`src/rtl/rcpu_gpio_bank.sv`:
```
// rcpu_gpio_bank: parametrised GPIO bank on the RCPU IO bus.
// Registers: DATA, DIR, SET, CLR, TGL, IRQ_EN, PEND (W1C), EDGE.
// Inputs pass through a synchroniser, then feed edge detection and DATA reads.
// Edge detection sets sticky pending flags, and the enabled flags drive a level irq.
// Optional macro GPIO_DEBOUNCE_EN places a per-bit stability counter after the synchroniser.
module rcpu_gpio_bank #(
  parameter int WIDTH           = 8,
  parameter int SYNC_STAGES     = 2,
  parameter int DEBOUNCE_CYCLES = 1024
) (
  input  logic             clk,
  input  logic             reset,
  input  logic             io_sel,
  input  logic [2:0]       io_reg,
  input  logic             io_read_enable,
  input  logic             io_write_enable,
  input  logic [0:15]      io_write_data,
  output logic [0:15]      io_read_data,
  input  logic [WIDTH-1:0] pin_in,
  output logic [WIDTH-1:0] pin_out,
  output logic [WIDTH-1:0] pin_oe,
  output logic             irq
);

  typedef enum logic [2:0] {
    REG_DATA   = 3'd0,
    REG_DIR    = 3'd1,
    REG_SET    = 3'd2,
    REG_CLR    = 3'd3,
    REG_TGL    = 3'd4,
    REG_IRQ_EN = 3'd5,
    REG_PEND   = 3'd6,
    REG_EDGE   = 3'd7
  } gpio_reg_e;

  localparam int PRIME = SYNC_STAGES + 1;

  gpio_reg_e        reg_sel;
  logic             wr_en;
  logic             rd_en;
  logic [WIDTH-1:0] wd;
  logic [WIDTH-1:0] out_reg;
  logic [WIDTH-1:0] dir_reg;
  logic [WIDTH-1:0] irq_en;
  logic [WIDTH-1:0] edge_pol;
  logic [WIDTH-1:0] pend;
  logic [WIDTH-1:0] pend_clr;
  logic [WIDTH-1:0] sync_q [SYNC_STAGES];
  logic [WIDTH-1:0] sync_in;
  logic [WIDTH-1:0] in_val;
  logic [WIDTH-1:0] prev_in;
  logic [WIDTH-1:0] edge_det;
  logic [WIDTH-1:0] rd_vec;
  logic [0:15]      rd_bus;
  logic [2:0]       prime_cnt;
  logic             armed;
  logic             unused_wd;

  assign reg_sel   = gpio_reg_e'(io_reg);
  assign wr_en     = io_write_enable & io_sel;
  assign rd_en     = io_read_enable & io_sel;
  assign pin_out   = out_reg;
  assign pin_oe    = dir_reg;
  assign sync_in   = sync_q[SYNC_STAGES-1];
  assign armed     = (prime_cnt == 3'(PRIME));
  assign unused_wd = ^io_write_data;

  // GPIO bit i sits on bus bit 15-i; upper bus bits read back as zero.
  always_comb begin
    wd     = '0;
    rd_bus = '0;
    for (int unsigned i = 0; i < WIDTH; i++) begin
      wd[i]        = io_write_data[15-i];
      rd_bus[15-i] = rd_vec[i];
    end
  end

  // Input synchroniser chain.
  always_ff @(posedge clk or posedge reset) begin
    if (reset) begin
      for (int unsigned s = 0; s < SYNC_STAGES; s++) sync_q[s] <= '0;
    end else begin
      sync_q[0] <= pin_in;
      for (int unsigned s = 1; s < SYNC_STAGES; s++) sync_q[s] <= sync_q[s-1];
    end
  end

`ifdef GPIO_DEBOUNCE_EN
  localparam logic [15:0] DB_LAST = 16'(DEBOUNCE_CYCLES - 1);

  logic [15:0]      db_cnt [WIDTH];
  logic [WIDTH-1:0] db_val;

  // Debounce: flip a bit only after DEBOUNCE_CYCLES consecutive differing samples.
  always_ff @(posedge clk or posedge reset) begin
    if (reset) begin
      db_val <= '0;
      for (int unsigned i = 0; i < WIDTH; i++) db_cnt[i] <= '0;
    end else begin
      for (int unsigned i = 0; i < WIDTH; i++) begin
        if (sync_in[i] != db_val[i]) begin
          if (db_cnt[i] == DB_LAST) begin
            db_val[i] <= sync_in[i];
            db_cnt[i] <= '0;
          end else begin
            db_cnt[i] <= db_cnt[i] + 16'd1;
          end
        end else begin
          db_cnt[i] <= '0;
        end
      end
    end
  end

  assign in_val = db_val;
`else
  logic unused_db;
  assign unused_db = (DEBOUNCE_CYCLES != 0);
  assign in_val    = sync_in;
`endif

  // Per-bit edge select; suppressed until the synchroniser has primed after reset.
  always_comb begin
    edge_det = '0;
    if (armed) begin
      edge_det = (edge_pol & in_val & ~prev_in) | (~edge_pol & ~in_val & prev_in);
    end
  end

  // Previous-sample register and start-up blanking counter.
  always_ff @(posedge clk or posedge reset) begin
    if (reset) begin
      prev_in   <= '0;
      prime_cnt <= '0;
    end else begin
      prev_in <= in_val;
      if (!armed) prime_cnt <= prime_cnt + 3'd1;
    end
  end

  assign pend_clr = (wr_en && reg_sel == REG_PEND) ? wd : '0;

  // Control registers, sticky pending flags (set beats W1C) and registered irq.
  always_ff @(posedge clk or posedge reset) begin
    if (reset) begin
      out_reg  <= '0;
      dir_reg  <= '0;
      irq_en   <= '0;
      edge_pol <= '0;
      pend     <= '0;
      irq      <= 1'b0;
    end else begin
      if (wr_en) begin
        case (reg_sel)
          REG_DATA:   out_reg  <= wd;
          REG_DIR:    dir_reg  <= wd;
          REG_SET:    out_reg  <= out_reg | wd;
          REG_CLR:    out_reg  <= out_reg & ~wd;
          REG_TGL:    out_reg  <= out_reg ^ wd;
          REG_IRQ_EN: irq_en   <= wd;
          REG_EDGE:   edge_pol <= wd;
          default:    ;
        endcase
      end
      pend <= (pend & ~pend_clr) | edge_det;
      irq  <= |(pend & irq_en);
    end
  end

  // Read mux; write-only registers read back out_reg.
  always_comb begin
    rd_vec = '0;
    case (reg_sel)
      REG_DATA:   rd_vec = in_val;
      REG_DIR:    rd_vec = dir_reg;
      REG_IRQ_EN: rd_vec = irq_en;
      REG_PEND:   rd_vec = pend;
      REG_EDGE:   rd_vec = edge_pol;
      default:    rd_vec = out_reg;
    endcase
  end

  // Registered read data with one-cycle latency; holds between reads.
  always_ff @(posedge clk or posedge reset) begin
    if (reset) begin
      io_read_data <= '0;
    end else if (rd_en) begin
      io_read_data <= rd_bus;
    end
  end

endmodule

```
`config.mk`:
```
export PLATFORM = sky130hd
export DESIGN_NAME = rcpu_gpio_bank
export DESIGN_NICKNAME = d
export VERILOG_FILES = /design/src/rtl/rcpu_gpio_bank.sv
export SDC_FILE = /design/constraint.sdc
export NUM_CORES = 1
export LEC_CHECK = 0
export CAP_MARGIN = 20
export CELL_PAD_IN_SITES_DETAIL_PLACEMENT = 1
export CELL_PAD_IN_SITES_GLOBAL_PLACEMENT = 1
export CORE_MARGIN = 2
export CORE_UTILIZATION = 40
export CTS_BUF_LIST = sky130_fd_sc_hd__clkbuf_8
export DETAILED_ROUTE_END_ITERATION = 7
export DONT_BUFFER_PORTS = 1
export GPL_TIMING_DRIVEN = 0
export HOLD_SLACK_MARGIN = 0.03
export PLACE_DENSITY = 0.78
export REMOVE_ABC_BUFFERS = 1
export SLEW_MARGIN = 20
export SYNTH_ARGS = -nofsm -noshare
export SYNTH_HDL_FRONTEND = slang
export SYNTH_SLANG_ARGS = --single-unit
export TNS_END_PERCENT = 20
```
`constraint.sdc`:
```
create_clock -name clk -period 8.9 [get_ports clk]
set_clock_uncertainty 0.05 [all_clocks]
set_input_delay 2.67 -clock clk [delete_from_list [all_inputs] [get_ports clk]]
set_output_delay 2.67 -clock clk [all_outputs]
set_load 0.005 [all_outputs]
```
# Yosys cells after proc, flatten, opt, wreduce, memory -nomap -nowiden
# Index checks and enable logic that the tools add are counted.
# totals
latchBits	0
register_bits	76
rom_bits	0
mem_bits_rw	0
output_inout_bits	33
n_memories	0
# op_classes
n_eq_ne	8
bitwise_logic	18
reduce_logical	8
n_mux	4
add_sub_neg	1
multipliers	0
n_shift	0
order_cmp	0
n_div	0
# op_table
operator	count
8-bit AND	7
8-bit inverter	5
8-bit case mux with 5 select lines	1
8-bit case mux with 4 select lines	1
8-bit OR	3
8-bit two-way mux	2
3-bit == test (second input constant)	4
3-bit by 2-bit == test with 1-bit output (second input constant)	3
2-bit AND reduction	4
8-bit OR reduction	1
8-bit XOR	1
4-bit nonzero test	1
3-bit by 1-bit adder with 3-bit output (second input constant)	1
3-bit by 1-bit == test with 1-bit output (second input constant)	1
3-bit zero test	1
1-bit AND	2
1-bit logical AND	1

# Logic depth before layout (Yosys ltp)
# Gate-level depths: netlist of run 1.
# logic_depth
word_depth	6
mapped_depth	6
mapped_depth_nobuf	6

# Least setup slack after synthesis of run 1
# Ideal clock, no wire load.
# synth_timing
path_type	input to register
start	input io_reg[0]
end	register io_read_data[11] (netlist name)
cell_stages	6
path_slack_ps	4999
arrival_ps	3728
setup_time_ps	123
cell_sequence	buf_6 -> or3b_4 -> nand2b_2 -> buf_6 -> nand3_1 -> o221a_1
# synth_between
elab_chain_cells	2
elab_cells_between_ends	6
classes_between	eq/ne: 4; mux: 1; reduce/logical: 1
# synth_rtl
item	line_no	text
start, declared	14	input logic [2:0] io_reg,
3-bit == test, or another cell as far along	173	case (reg_sel)
8-bit case mux with 5 select lines *	173	
end signal, assigned	188	io_read_data <= rd_bus;
end, declared	18	output logic [0:15] io_read_data,
# Every way passes the cells marked *; elsewhere a longest branch is shown, timed or not.
# A chain may end at the register's enable or synchronous reset.

# Worst setup path in the final report of run 1
# layout_timing
start	input io_reg[1]
end	register io_read_data[11] (netlist name)
# Same word-level chain as after synthesis.

==> results of run 1 <==
## layout make-up
| cell class | instances | area, µm² | area share |
|---|---|---|---|
| clock buffer | 10 | 138 | 0.0341 |
| clock inverter | 5 | 30.0 | 0.00744 |
| inverter | 21 | 81.3 | 0.0201 |
| multi-input combinational | 240 | 1700 | 0.421 |
| sequential | 76 | 1900 | 0.471 |
| tap | 129 | 161 | 0.0400 |
| timing repair buffer | 1 | 27.5 | 0.00682 |
## kinds of logic after synthesis
group,count (synthesis),share of synthesized area
compound gates,71,0.137
other cells,1,0.000988
flops,76,0.501
buf+inv,45,0.0587
simple gates,113,0.157
mux,29,0.0844
fa+ha+maj,18,0.0593
xor+xnor,1,0.00231
## per-layer routing
layer | part of all wire | vias up
met5 | 0 | -
met4 | 0.013 | 0
met3 | 0.058 | 12
met2 | 0.48 | 77
met1 | 0.45 | 1353
li1 | - | 1232
## metrics by stage
step / std cells / total power [mW] / utilization / setup WS, ps / instance area, µm²
finish: 482 / 0.798 / 0.437 / 4950 / 4040
global route: 482 / 0.847 / 0.437 / 4800 / 4040
CTS: 482 / 0.807 / 0.437 / 4940 / 4040
detailed placement: 467 / 0.573 / 0.419 / 4550 / 3870
global placement: 466 / 0.559 / 0.416 / 3370 / 3840
floorplan: 337 / 0.531 / - / 4240 / 3680
## where the power goes
part / total [mW] / internal [mW] / switching [mW]
clock: 0.233 / 0.106 / 0.128
combinational: 0.124 / 0.0636 / 0.0603
sequential: 0.441 / 0.393 / 0.0480
total: 0.798 / 0.562 / 0.236
## sequential cells by signal, indices dropped and copies added, names as in the netlist
name / flops
io_read_data: 8
sync_q: 8
prime_cnt: 3
irq: 1
prev_in: 8
pend: 8
pin_out: 8
irq_en: 8
pin_oe: 8
edge_pol: 8
in_val: 8
## path summary, 6_finish.rpt
kind,endpoint,depth (start not counted)
min,in_val[0],0
min in group asynchronous,sync_q[15],1
max,io_read_data[11],4
max in group asynchronous,edge_pol[1],2
min reg2reg,in_val[0],0
max reg2reg,prime_cnt[1],3
## placed cells by master (no fill, tap or decap), types with 2 or more instances in the layout
| master | n |
|---|---|
| a21oi_1 | 7 |
| a221oi_1 | 6 |
| a22o_1 | 8 |
| a22oi_1 | 4 |
| a2bb2oi_1 | 7 |
| and4b_1 | 4 |
| clkbuf_8 | 10 |
| clkinv_2 | 2 |
| conb_1 | 8 |
| dfrtp_1 | 76 |
| ha_1 | 18 |
| inv_1 | 20 |
| mux2_1 | 2 |
| mux2_2 | 22 |
| mux2i_1 | 5 |
| nand2_1 | 41 |
| nand2b_1 | 5 |
| nand3_1 | 3 |
| nor2_1 | 30 |
| nor2b_1 | 5 |
| nor3_1 | 4 |
| nor3b_1 | 4 |
| nor4_1 | 4 |
| nor4bb_1 | 4 |
| o21ai_0 | 18 |
| o221a_1 | 3 |
| o22ai_1 | 4 |
| o41ai_1 | 7 |
## critical path: stages
cell and delay [ps]:
nor2b_1 570, nand2b_2 380, nand3_1 210, o221a_1 300
==> run_results.csv, run 1 <==
group,metric,value,unit
cells_and_area,fillers,1008,
clock_network,cts.path.max_buffers,2,
synthesis,synth_warnings,0,
floorplan,fp.dieW,101,µm
pwr,power_density,198,nW/µm²
floorplan,dieArea,10300,µm²
synthesis,synth.distinct_cells,49,
worst_setup_path,critPathKind,"in2reg",
floorplan,num_rows,35,
cells_and_area,area_delta_synth_final,6.36,%
global_routing,first_global_vias,2803,
global_routing,antenna_found_initial,0,
synthesis,synth_edf_count,0,
timing,max_slew_margin,0.459,
global_routing,grt_usage,0.192,
pwr,ir_drop,0.0000612,V
synthesis,netlist_top_cells_area,"dfrtp_1 (50%), mux2_2 (6.5%), ha_1 (5.9%)",
clock_network,cts_tree,"built",
detailed_routing,drt-pass1-iter-count,4,
detailed_routing,drt_iter0_markers,171,
worst_setup_path,arrival,4140,ps
run,max_cap_violations,0,
timing,fin_crit_sh,0.444,
timing,min_period,3950,ps
global_routing,grt_overflow,0,
detailed_routing,finalWirelength,9190,µm
synthesis,yosysTopAreaCell,"dfrtp_1",
detailed_routing,wl_per_cell,19.1,µm
global_routing,met2_usage,0.301,
timing,hold_ws,302,ps
floorplan,die_h,101,µm
clock_network,path_clk_slew,80,ps
synthesis,yosysMostFrequentCell,"dfrtp_1",
worst_setup_path,crit_required,9080,ps
global_routing,met3_usage,0.0587,
worst_hold_path,min_from,"sync_q[8]",
synthesis,ys_ff_latch,76,
detailed_routing,viasPerCell,5.55,
worst_setup_path,end_kind,"flop",
detailed_routing,postRouteAntennaNets,0,
cells_and_area,n_antenna_cell,0,
timing,setup_tns,0,ps
placed_design,gp_congestion,0.791,
placed_design,dp_hpwl,6420,µm
global_routing,busiest_layer,"met2",
worst_setup_path,startpoint,"io_reg[1]",
synthesis,synthCells,354,
floorplan,top_level_ports,65,
synthesis,synth.avg_cell_area,10.7,µm²
timing,worst_pin_slew,811,ps
global_routing,grt_max_degree,48,
synthesis,ys_async_sr_fraction,1.00,
worst_setup_path,start_kind,"input pin",
timing,hold_viol,0,
global_routing,grt_use_met1,0.254,
worst_hold_path,hold_path_class,"reg2reg",
clock_network,post-cts-setup-buffer-count,0,
timing,setup_viol,0,
clock_network,cts_made_buffers,9,
timing,slew_violations,0,
global_routing,grt_pass1_wl,15000,µm
synthesis,synth_top_area_frac,0.501,
floorplan,coreArea,9240,µm²
synthesis,synth_commonest_cells,"dfrtp_1 (76), nand2_1 (41), nor2_1 (30)",
worst_setup_path,reg2reg_from,"prime_cnt[0]",
floorplan,start_util,0.411,
clock_network,cts_resized,0,
clock_network,clockRootBuffer,"clkbuf_8",
detailed_routing,drc_errors,0,
cells_and_area,fin_nets,399,
timing,rsz0062_at_grt,"no",
clock_network,cts_hold_buf,0,
clock_network,insertion_delay,350,ps
run_status,status,"finished, final reports clean",
synthesis,synthFlopType,"dfrtp_1",
synthesis,synth_area,3800,µm²
detailed_routing,num_vias,2674,
worst_setup_path,path_max_fanout,40,
cells_and_area,drive_gt1_frac,0.130,
clock_network,cts_sinks,76,
synthesis,yosysSeqAreaShare,0.501,
timing,fmax,253,MHz
clock_network,htreeDepth,3,
pwr,p_leak,1.77,nW
worst_setup_path,rrSetupSlack,7330,ps
placed_design,portBuffers,0,
No activity file was read; power rests on OpenSTA's default activity.
==> run 2: changes to the inputs <==
Settings changed: PLACE_DENSITY 0.78 to 0.81.
Clock period 8.9 ns to 3.35 ns, I/O delays scaled along.
==> run_results.csv, run 2 (synthesized netlist as in run 1, its figures left out) <==
group,metric,value,unit
global_routing,grt_overflow,0,
timing,setup_viol,0,
cells_and_area,mostFrequentLayoutCell,"dfrtp_1",
pwr,p_leak,1.77,nW
clock_network,path_clk_slew,80,ps
global_routing,antenna_found_initial,0,
pwr,power_density,527,nW/µm²
pwr,clockPowerShare,0.289,
worst_setup_path,crit_path_top_delay_cell,"nor2b_1",
global_routing,first_global_vias,2780,
worst_setup_path,path_max_fanout,40,
cells_and_area,final_cell_mix,"dfrtp_1 (76), nand2_1 (41), nor2_1 (30)",
cells_and_area,final_util,0.436,
floorplan,die_h,101,µm
detailed_routing,drt_iter0_markers,191,
worst_setup_path,critPathKind,"in2reg",
timing,fin_crit_sh,0.732,
floorplan,dieArea,10300,µm²
timing,max_slew_margin,0.408,
cells_and_area,drive_gt1_frac,0.128,
detailed_routing,drc_errors,0,
worst_setup_path,arrival,2650,ps
detailed_routing,num_vias,2687,
run_status,status,"finished, final reports clean",
cells_and_area,register_area,1900,µm²
clock_network,clockRootBuffer,"clkbuf_8",
clock_network,cts_resized,0,
detailed_routing,drt-pass1-iter-count,4,
worst_setup_path,path_delay_family,"simple AND/OR/NAND/NOR gates",
worst_setup_path,start_kind,"input pin",
timing,slew_violations,0,
placed_design,gp_congestion,0.732,
pwr,ir_drop,0.000218,V
global_routing,grt_pass1_wl,15500,µm
clock_network,cts_hold_buf,0,
clock_network,post-cts-setup-buffer-count,0,
detailed_routing,viasPerCell,5.59,
placed_design,dp_hpwl,6630,µm
clock_network,cts.path.max_buffers,2,
detailed_routing,finalWirelength,9650,µm
clock_network,cts_tree,"built",
detailed_routing,wl_per_cell,20.1,µm
pwr,swShare,0.298,
worst_setup_path,crit_path_max_incr_delay,690,ps
cells_and_area,multi_input_area,1700,µm²
floorplan,num_rows,35,
pwr,internal_power,1.49,mW
worst_setup_path,path_cells,"nor2b_1 -> nand2b_2 -> nand3_1 -> o221a_1",
detailed_routing,postRouteAntennaNets,0,
timing,fmax,408,MHz
floorplan,coreArea,9240,µm²
cells_and_area,fin_nets,399,
cells_and_area,n_antenna_cell,0,
timing,worst_pin_slew,881,ps
worst_setup_path,crit_buf_inv,0,
timing,hold_viol,0,
placed_design,portBuffers,0,
floorplan,fp.dieW,101,µm
cells_and_area,fillers,1019,
worst_setup_path,crit_required,3550,ps
pwr,p_switching,0.633,mW
clock_network,htreeDepth,3,
cells_and_area,area_delta_synth_final,6.06,%
clock_network,cts_made_buffers,9,
clock_network,cts_sinks,76,
floorplan,start_util,0.411,
floorplan,top_level_ports,65,
timing,setup_tns,0,ps
timing,min_period,2450,ps
global_routing,grt_max_degree,52,
run,max_cap_violations,0,
worst_hold_path,hold_path_class,"reg2reg",
pwr,pwr-share-seq,0.554,
worst_setup_path,end_kind,"flop",
pwr,power_frac_comb,0.157,
global_routing,grt_usage,0.201,
clock_network,insertion_delay,360,ps
timing,rsz0062_at_grt,"no",
-- run 2: path summary, 6_finish.rpt --
kind	start	end	cells past startpoint	slack [ps]
min reg2reg	sync_q[10]	in_val[2]	0	300
max reg2reg	prime_cnt[0]	prime_cnt[1]	3	1780
min	sync_q[10]	in_val[2]	0	300
max	io_reg[1]	io_read_data[12]	4	900
max in group asynchronous	reset	irq_en[5]	2	2230
min in group asynchronous	reset	prev_in[4]	1	450
-- run 2: layer usage --
layer	GRT usage	wire, µm
met1	0.260	4290
met2	0.332	4800
met3	0.0497	454
met4	0.0665	101
met5	0	0
-- run 2: power groups by stage --
stage / logic (mW) / registers, mW / clock network, mW
after floorplan: 0.262 / 1.15 / 0
after global placement: 0.302 / 1.18 / 0
after detailed placement: 0.331 / 1.20 / 0
after CTS: 0.334 / 1.18 / 0.625
after global routing: 0.371 / 1.20 / 0.674
final: 0.332 / 1.17 / 0.614
-- run 2: cell type report --
| type | count | share of cell area |
|---|---|---|
| multi-input combinational | 240 | 0.422 |
| timing repair buffer | 1 | 0.00684 |
| tap | 129 | 0.0401 |
| inverter | 21 | 0.0202 |
| sequential | 76 | 0.472 |
| clock buffer | 10 | 0.0342 |
| clock inverter | 4 | 0.00466 |
-- run 2: through the flow --
stage          power, mW  area, µm²  cells  hold WS (ps)  setup slack [ps]
3_3_place_gp        1.49       3840    466           283              -538
5_1_grt             2.24       4030    481           313               870
2_1_floorplan       1.41       3680    337           281               357
4_1_cts             2.14       4030    481           302               951
6_report            2.12       4030    481           301               897
3_5_place_dp        1.53       3870    467           286               568
